<file path="src/rtl/tile_pkg.sv">
// Shared types and defaults for the tile-matching engine.
package tile_pkg;

  localparam int unsigned NumTilesDef  = 16;
  localparam int unsigned IdxWDef      = 4;
  localparam int unsigned SymWDef      = 3;
  localparam int unsigned MissHoldDef  = 25_000_000;
  localparam int unsigned MoveLimitDef = 20;

  typedef enum logic [2:0] {
    StIdle,
    StWaitA,
    StReadA,
    StWaitB,
    StReadB,
    StCompare,
    StShowMiss,
    StDone
  } tile_state_e;

  function automatic logic [7:0] sat_inc8(input logic [7:0] v);
    return (v == 8'hFF) ? v : v + 8'd1;
  endfunction

endpackage

</file>
<file path="src/rtl/tile_hold_timer.sv">
// Loadable down-counter: start loads HOLD-1, expired strobes once when the count runs out.
module tile_hold_timer
  import tile_pkg::*;
#(
  parameter int unsigned HOLD = MissHoldDef
) (
  input  logic clk_i,
  input  logic rst_ni,
  input  logic start_i,
  input  logic clear_i,
  output logic expired_o
);

  localparam int unsigned CntW = $clog2(HOLD + 1);

  logic [CntW-1:0] cnt_q, cnt_d;
  logic            active_q, active_d;

  assign expired_o = active_q && (cnt_q == '0);

  always_comb begin
    cnt_d    = cnt_q;
    active_d = active_q;
    if (clear_i) begin
      cnt_d    = '0;
      active_d = 1'b0;
    end else if (start_i) begin
      cnt_d    = CntW'(HOLD - 1);
      active_d = 1'b1;
    end else if (expired_o) begin
      active_d = 1'b0;
    end else if (active_q) begin
      cnt_d = cnt_q - 1'b1;
    end
  end

  always_ff @(posedge clk_i or negedge rst_ni) begin
    if (!rst_ni) begin
      cnt_q    <= '0;
      active_q <= 1'b0;
    end else begin
      cnt_q    <= cnt_d;
      active_q <= active_d;
    end
  end

endmodule

</file>
<file path="src/rtl/tile_match_engine.sv">
// Tile-matching game engine: selection, symbol compare, reveal/match masks, move count.
// Optional move cap compiled in with TILE_MOVE_LIMIT_EN.
module tile_match_engine
  import tile_pkg::*;
#(
  parameter int unsigned NUM_TILES  = NumTilesDef,
  parameter int unsigned IDX_W      = IdxWDef,
  parameter int unsigned SYM_W      = SymWDef,
  parameter int unsigned MISS_HOLD  = MissHoldDef,
  parameter int unsigned MOVE_LIMIT = MoveLimitDef
) (
  input  logic                 CLOCK_50,
  input  logic                 resetn,
  input  logic                 ingameOn,
  input  logic                 select_valid,
  input  logic [IDX_W-1:0]     select_idx,
  output logic                 select_ready,
  output logic [IDX_W-1:0]     sym_addr,
  input  logic [SYM_W-1:0]     sym_data,
  output logic [NUM_TILES-1:0] revealed,
  output logic [NUM_TILES-1:0] matched,
  output logic [IDX_W-1:0]     pairs_left,
  output logic [7:0]           moves,
  output logic                 match_pulse,
  output logic                 miss_pulse,
  output logic                 gameOver
);

  localparam int unsigned Slots = 2 ** IDX_W;

  if ((NUM_TILES % 2) != 0 || Slots < NUM_TILES) begin : g_bad_tiles
    $error("tile_match_engine: NUM_TILES must be even and fit in IDX_W bits");
  end
  if (MISS_HOLD < 1 || MOVE_LIMIT > 255) begin : g_bad_limits
    $error("tile_match_engine: MISS_HOLD must be >= 1 and MOVE_LIMIT <= 255");
  end

  tile_state_e state_q, state_d;

  logic                 phase_q, phase_d;
  logic [IDX_W-1:0]     idx_a_q, idx_a_d, idx_b_q, idx_b_d, sym_addr_q, sym_addr_d;
  logic [SYM_W-1:0]     sym_a_q, sym_a_d, sym_b_q, sym_b_d;
  logic [NUM_TILES-1:0] revealed_q, revealed_d, matched_q, matched_d;
  logic [IDX_W-1:0]     pairs_left_q, pairs_left_d;
  logic [7:0]           moves_q, moves_d, moves_inc;
  logic                 match_q, match_d, miss_q, miss_d, ready_q, ready_d, over_q, over_d;

  logic [Slots-1:0]     rev_pad;
  logic [NUM_TILES-1:0] sel_mask, pair_mask;
  logic                 sel_ok, is_eq, final_match, limit_hit, hold_start, hold_expired;

  // Index through a full-width copy so out-of-range indices stay legal.
  assign rev_pad     = Slots'(revealed_q);
  assign sel_ok      = select_valid && (32'(select_idx) < NUM_TILES) && !rev_pad[select_idx];
  assign sel_mask    = NUM_TILES'(1) << select_idx;
  assign pair_mask   = (NUM_TILES'(1) << idx_a_q) | (NUM_TILES'(1) << idx_b_q);
  assign is_eq       = (sym_a_q == sym_b_q);
  assign final_match = is_eq && (pairs_left_q == IDX_W'(1));
  assign moves_inc   = sat_inc8(moves_q);

`ifdef TILE_MOVE_LIMIT_EN
  assign limit_hit = (moves_inc >= 8'(MOVE_LIMIT));
`else
  assign limit_hit = 1'b0;
`endif

  always_ff @(posedge CLOCK_50 or negedge resetn) begin
    if (!resetn) begin
      state_q <= StIdle;
    end else begin
      state_q <= state_d;
    end
  end

  always_comb begin
    state_d = state_q;
    case (state_q)
      StIdle:     state_d = StWaitA;
      StWaitA:    if (sel_ok) state_d = StReadA;
      StReadA:    if (phase_q) state_d = StWaitB;
      StWaitB:    if (sel_ok) state_d = StReadB;
      StReadB:    if (phase_q) state_d = StCompare;
      StCompare: begin
        if (final_match || limit_hit) state_d = StDone;
        else if (is_eq)               state_d = StWaitA;
        else                          state_d = StShowMiss;
      end
      StShowMiss: if (hold_expired) state_d = StWaitA;
      StDone:     state_d = StDone;
      default:    state_d = StIdle;
    endcase
    // Leaving the in-game mode wins over every other transition.
    if (!ingameOn) state_d = StIdle;
  end

  always_comb begin
    phase_d      = 1'b0;
    idx_a_d      = idx_a_q;
    idx_b_d      = idx_b_q;
    sym_addr_d   = sym_addr_q;
    sym_a_d      = sym_a_q;
    sym_b_d      = sym_b_q;
    revealed_d   = revealed_q;
    matched_d    = matched_q;
    pairs_left_d = pairs_left_q;
    moves_d      = moves_q;
    match_d      = 1'b0;
    miss_d       = 1'b0;
    if (!ingameOn || state_q == StIdle) begin
      revealed_d   = '0;
      matched_d    = '0;
      moves_d      = '0;
      pairs_left_d = IDX_W'(NUM_TILES / 2);
    end else begin
      case (state_q)
        StWaitA, StWaitB: begin
          if (sel_ok) begin
            if (state_q == StWaitA) idx_a_d = select_idx;
            else                    idx_b_d = select_idx;
            sym_addr_d = select_idx;
            revealed_d = revealed_q | sel_mask;
          end
        end
        StReadA: begin
          phase_d = !phase_q;
          if (phase_q) sym_a_d = sym_data;
        end
        StReadB: begin
          phase_d = !phase_q;
          if (phase_q) sym_b_d = sym_data;
        end
        StCompare: begin
          moves_d = moves_inc;
          if (is_eq) begin
            matched_d    = matched_q | pair_mask;
            pairs_left_d = pairs_left_q - 1'b1;
            match_d      = 1'b1;
          end else begin
            miss_d = 1'b1;
          end
        end
        StShowMiss: if (hold_expired) revealed_d = revealed_q & ~pair_mask;
        default: ;
      endcase
    end
    ready_d = (state_d == StWaitA) || (state_d == StWaitB);
    over_d  = (state_d == StDone);
  end

  assign hold_start = (state_q == StCompare) && (state_d == StShowMiss);

  tile_hold_timer #(
    .HOLD (MISS_HOLD)
  ) u_hold_timer (
    .clk_i     (CLOCK_50),
    .rst_ni    (resetn),
    .start_i   (hold_start),
    .clear_i   (!ingameOn),
    .expired_o (hold_expired)
  );

  always_ff @(posedge CLOCK_50 or negedge resetn) begin
    if (!resetn) begin
      phase_q      <= 1'b0;
      idx_a_q      <= '0;
      idx_b_q      <= '0;
      sym_addr_q   <= '0;
      sym_a_q      <= '0;
      sym_b_q      <= '0;
      revealed_q   <= '0;
      matched_q    <= '0;
      pairs_left_q <= IDX_W'(NUM_TILES / 2);
      moves_q      <= '0;
      match_q      <= 1'b0;
      miss_q       <= 1'b0;
      ready_q      <= 1'b0;
      over_q       <= 1'b0;
    end else begin
      phase_q      <= phase_d;
      idx_a_q      <= idx_a_d;
      idx_b_q      <= idx_b_d;
      sym_addr_q   <= sym_addr_d;
      sym_a_q      <= sym_a_d;
      sym_b_q      <= sym_b_d;
      revealed_q   <= revealed_d;
      matched_q    <= matched_d;
      pairs_left_q <= pairs_left_d;
      moves_q      <= moves_d;
      match_q      <= match_d;
      miss_q       <= miss_d;
      ready_q      <= ready_d;
      over_q       <= over_d;
    end
  end

  assign select_ready = ready_q;
  assign sym_addr     = sym_addr_q;
  assign revealed     = revealed_q;
  assign matched      = matched_q;
  assign pairs_left   = pairs_left_q;
  assign moves        = moves_q;
  assign match_pulse  = match_q;
  assign miss_pulse   = miss_q;
  assign gameOver     = over_q;

endmodule

</file>
<file path="config.mk">
export PLATFORM = sky130hd
export DESIGN_NAME = tile_match_engine
export DESIGN_NICKNAME = d
export VERILOG_FILES = /design/src/rtl/tile_pkg.sv /design/src/rtl/tile_hold_timer.sv /design/src/rtl/tile_match_engine.sv
export SDC_FILE = /design/constraint.sdc
export NUM_CORES = 1
export LEC_CHECK = 0
export CORE_UTILIZATION = 45
export DETAILED_ROUTE_END_ITERATION = 8
export GPL_ROUTABILITY_DRIVEN = 0
export PLACE_DENSITY = 0.67
export SLEW_MARGIN = 0
export SYNTH_ARGS = -nofsm -noshare
export SYNTH_HDL_FRONTEND = slang
export SYNTH_HIERARCHICAL = 1
export SYNTH_SLANG_ARGS = --single-unit
</file>
<file path="constraint.sdc">
create_clock -name CLOCK_50 -period 5.6 [get_ports CLOCK_50]
set_clock_uncertainty 0.15 [all_clocks]
set_input_delay 1.12 -clock CLOCK_50 [delete_from_list [all_inputs] [get_ports CLOCK_50]]
set_output_delay 1.12 -clock CLOCK_50 [all_outputs]
set_load 0.01 [all_outputs]
</file>
==> reports/metrics.yaml <==
drt:
  num_vias: 4304
  totalWireLength_um: 12700
  post_drt_wl_per_cell_um: 17.6
  dr.first_iter.drc_count: 368
  drc: 0
  ant_nets: 0
  drt-pass1-iter-count: 5
  viasPerCell: 5.98
timing:
  setup_viol: 0
  finalMaxSlewViolations: 0
  relSlewSlack_pct: 14.1
  rsz0062_at_grt: "false"
  hold_viol: 0
  finalCriticalPeriod_ns: 4.57
  finalWorstSetupSlack_ns: 1.03
  worst_hold_slack_ns: 0.349
  fmax_mhz: 219
  tightest_slew_ns: 1.29
  fin_setup_tns_ns: 0
  period_share_pct: 81.6
yosys:
  synth_seq_cells: 96
  synth_cell_types: 60
  mappedNetlistArea_um2: 5180
  synth_largest_area_cell: "dfrtp_1"
  yosys_warnings: 6
  synth_ff_type: "dfrtp_1"
  synth_nets: 541
  synth.area.top_cells: "dfrtp_1 46%, a21oi_1 7.1%, mux2_2 4.1%"
  seq_area_frac_synth_pct: 46.4
  synth_edf_count: 0
  synth.avg_cell_area_um2: 9.86
  yosysTopAreaCellShare_pct: 45.9
  synth_cells: 525
  synthArstFlopShare_pct: 100
power:
  p_leak_nw: 2.45
  p_clk_share_pct: 30.7
  p_total_mw: 1.93
  pwr-share-comb_pct: 26.5
  p_per_area_nw_per_um2: 315
  switching_share_pct: 33.7
  p_sw_uw: 648
  p_seq_share_pct: 42.8
  peakVddDrop_uv: 188
  intPower_mw: 1.28
critical_path:
  cp_cell_sequence: "clkdlybuf4s50_1 -> mux4_1 -> mux2_4 -> and2_4 -> o31ai_1 -> inv_1 -> nor3b_1 -> clkinv_1 -> and3_4 -> a311oi_2"
  r2r_cells: 13
  critical-path-max-stage-delay_ns: 0.73
  crit_required_ns: 5.69
  critPathLaunchType: "primary input"
  critical-path-top-delay-family: "buffers and inverters"
  rr_startpoint: "u_hold_timer/cnt_q[13]"
  crit_type: "in2reg"
  critPathMaxFanout: 12
  arrival_ns: 4.66
  rrSetupSlack_ns: 1.54
  path_buf_inv: 3
  r2r_end: "u_hold_timer/cnt_q[1]"
  crit_path_top_delay_cell: "clkdlybuf4s50_1"
  end_kind: "flip-flop"
floorplanning:
  core_area_um2: 11000
  start_util_pct: 46.9
  rows: 38
  pin_count: 63
  fp.dieH_um: 109
  die_w_um: 109
  die_area_um2: 11900
worst_hold_path:
  min_path_type: "reg2reg"
  hold_depth: 2
  whs_endpoint: "matched[1]"
  hp-start: "matched[1]"
finish:
  final_common_cell: "dfrtp_1"
  nNetsFinal: 591
  final_cell_mix: "95 x dfrtp_1, 73 x a21oi_1, 61 x clkdlybuf4s50_1, 41 x nor2_1, 33 x o22ai_1"
  drive_gt1_share_pct: 10.9
  syn_to_final_growth_pct: 18.2
  final_core_util_pct: 55.5
  n_antenna_cell: 0
clock_tree:
  cts_resized: 0
  cts_tree: "done"
  cts_sinks: 96
  path_clk_slew_ns: 0.07
  postCtsSetupBuffers: 0
  cts-root-buf: "clkbuf_16"
  cts_buffer_depth: 2
  cts_inserted_buffers: 9
  htree_levels: 3
  ctsHoldBuffers: 0
  clock_latency_ns: 0.35
grt:
  grt_usage_pct: 23.0
  grt_pass1_vias: 4017
  grt_antenna_before_repair: 0
  grt_first_pass_wirelength_um: 20900
  grt_max_degree: 56
  globalRouteOverflowTotal: 0
status:
  outcome: "finished, final reports clean"
placement:
  dp_slack_ns: 0.702
  dpl.hpwl_um: 8990
  io_buffers: 62
job:
  maxCapViolations: 0
synth_stat cells (3+ instances only):
master,count
or4_4,4
a31oi_1,12
buf_6,3
o31ai_1,8
nor4_1,12
or2_2,7
nand4b_1,4
inv_1,29
nand2b_1,13
buf_1,3
a21oi_1,73
and3_1,5
o22ai_1,33
mux2_4,5
nor3b_1,5
or3_1,10
mux2_2,19
a311oi_1,3
nor3_1,6
nand3b_1,3
nand2_1,20
and2_1,3
nand3_1,6
a211oi_1,3
nor2_1,41
xnor2_1,15
o31a_1,3
nor2b_1,6
o41ai_1,3
clkbuf_1,14
nand4_1,3
or4_1,8
o21ai_0,13
ha_1,5
dfrtp_1,95
xor2_1,3
sequential cells by signal, summed over array words and instances, names as in the netlist:
name,cells
idx_b_q,4
u_hold_timer/active_q,1
matched,16
moves,8
state_q,3
idx_a_q,4
miss_pulse,1
pairs_left,4
sym_addr,4
sym_a_q,3
gameOver,1
revealed,16
sym_b_q,3
match_pulse,1
phase_q,1
u_hold_timer/cnt_q,25
select_ready,1
power groups by stage:
stage	registers [mW]	clock network [mW]	logic, mW
after global placement	0.833	0	0.498
final	0.824	0.591	0.510
after global routing	0.834	0.631	0.561
after detailed placement	0.835	0	0.502
after CTS	0.822	0.602	0.507
after floorplan	0.821	0	0.346
cells by family after synthesis:
logic type / count (synthesis) / share of synthesized area [%]
fa+ha+maj: 5 / 1.21
mux: 27 / 7.03
buf+inv: 56 / 5.19
simple gates: 164 / 18.6
xor+xnor: 18 / 3.04
compound gates: 159 / 18.5
flops: 96 / 46.4
area by class of cell:
class	count	area [µm²]
well taps	140	175
repair buffers	65	641
multi-input cells	373	2510
clock inverters	6	52.6
fillers	988	4910
inverters	30	113
flip-flops and latches	96	2400
clock buffers	10	229
tightest hold or removal path, delay by kind of cell, from the launching register on:
kind             cells  cell delay, ns
flip-flops           1            0.34
AND/OR/NAND/NOR      1            0.07
AO/OA/AOI/OAI        1            0.05
per-stage QoR:
step	instances	cell area, µm²
after CTS	720	6120
final	720	6120
after detailed placement	704	5840
after global placement	704	5840
after global routing	720	6120
after floorplan	525	5180
worst max path at each step:
stage,end,cells after the start,from
2_1_floorplan,u_hold_timer/cnt_q[23],10,select_idx[0]
3_3_place_gp,u_hold_timer/cnt_q[1],10,select_idx[0]
3_5_place_dp,u_hold_timer/cnt_q[1],10,select_idx[0]
4_1_cts,u_hold_timer/cnt_q[1],10,select_idx[0]
5_1_grt,u_hold_timer/cnt_q[1],10,select_idx[0]
6_report,u_hold_timer/cnt_q[1],10,select_idx[0]
per-layer routing:
layer | part of all wire, % | GRT usage [%] | wire length (µm)
met4 | 1.6 | 7.52 | 204
met1 | 48 | 34.8 | 6120
met5 | 0 | 0 | 0
met2 | 45 | 33.4 | 5690
met3 | 5.3 | 3.53 | 675
Note: power is estimated with default switching activity, not from simulation.
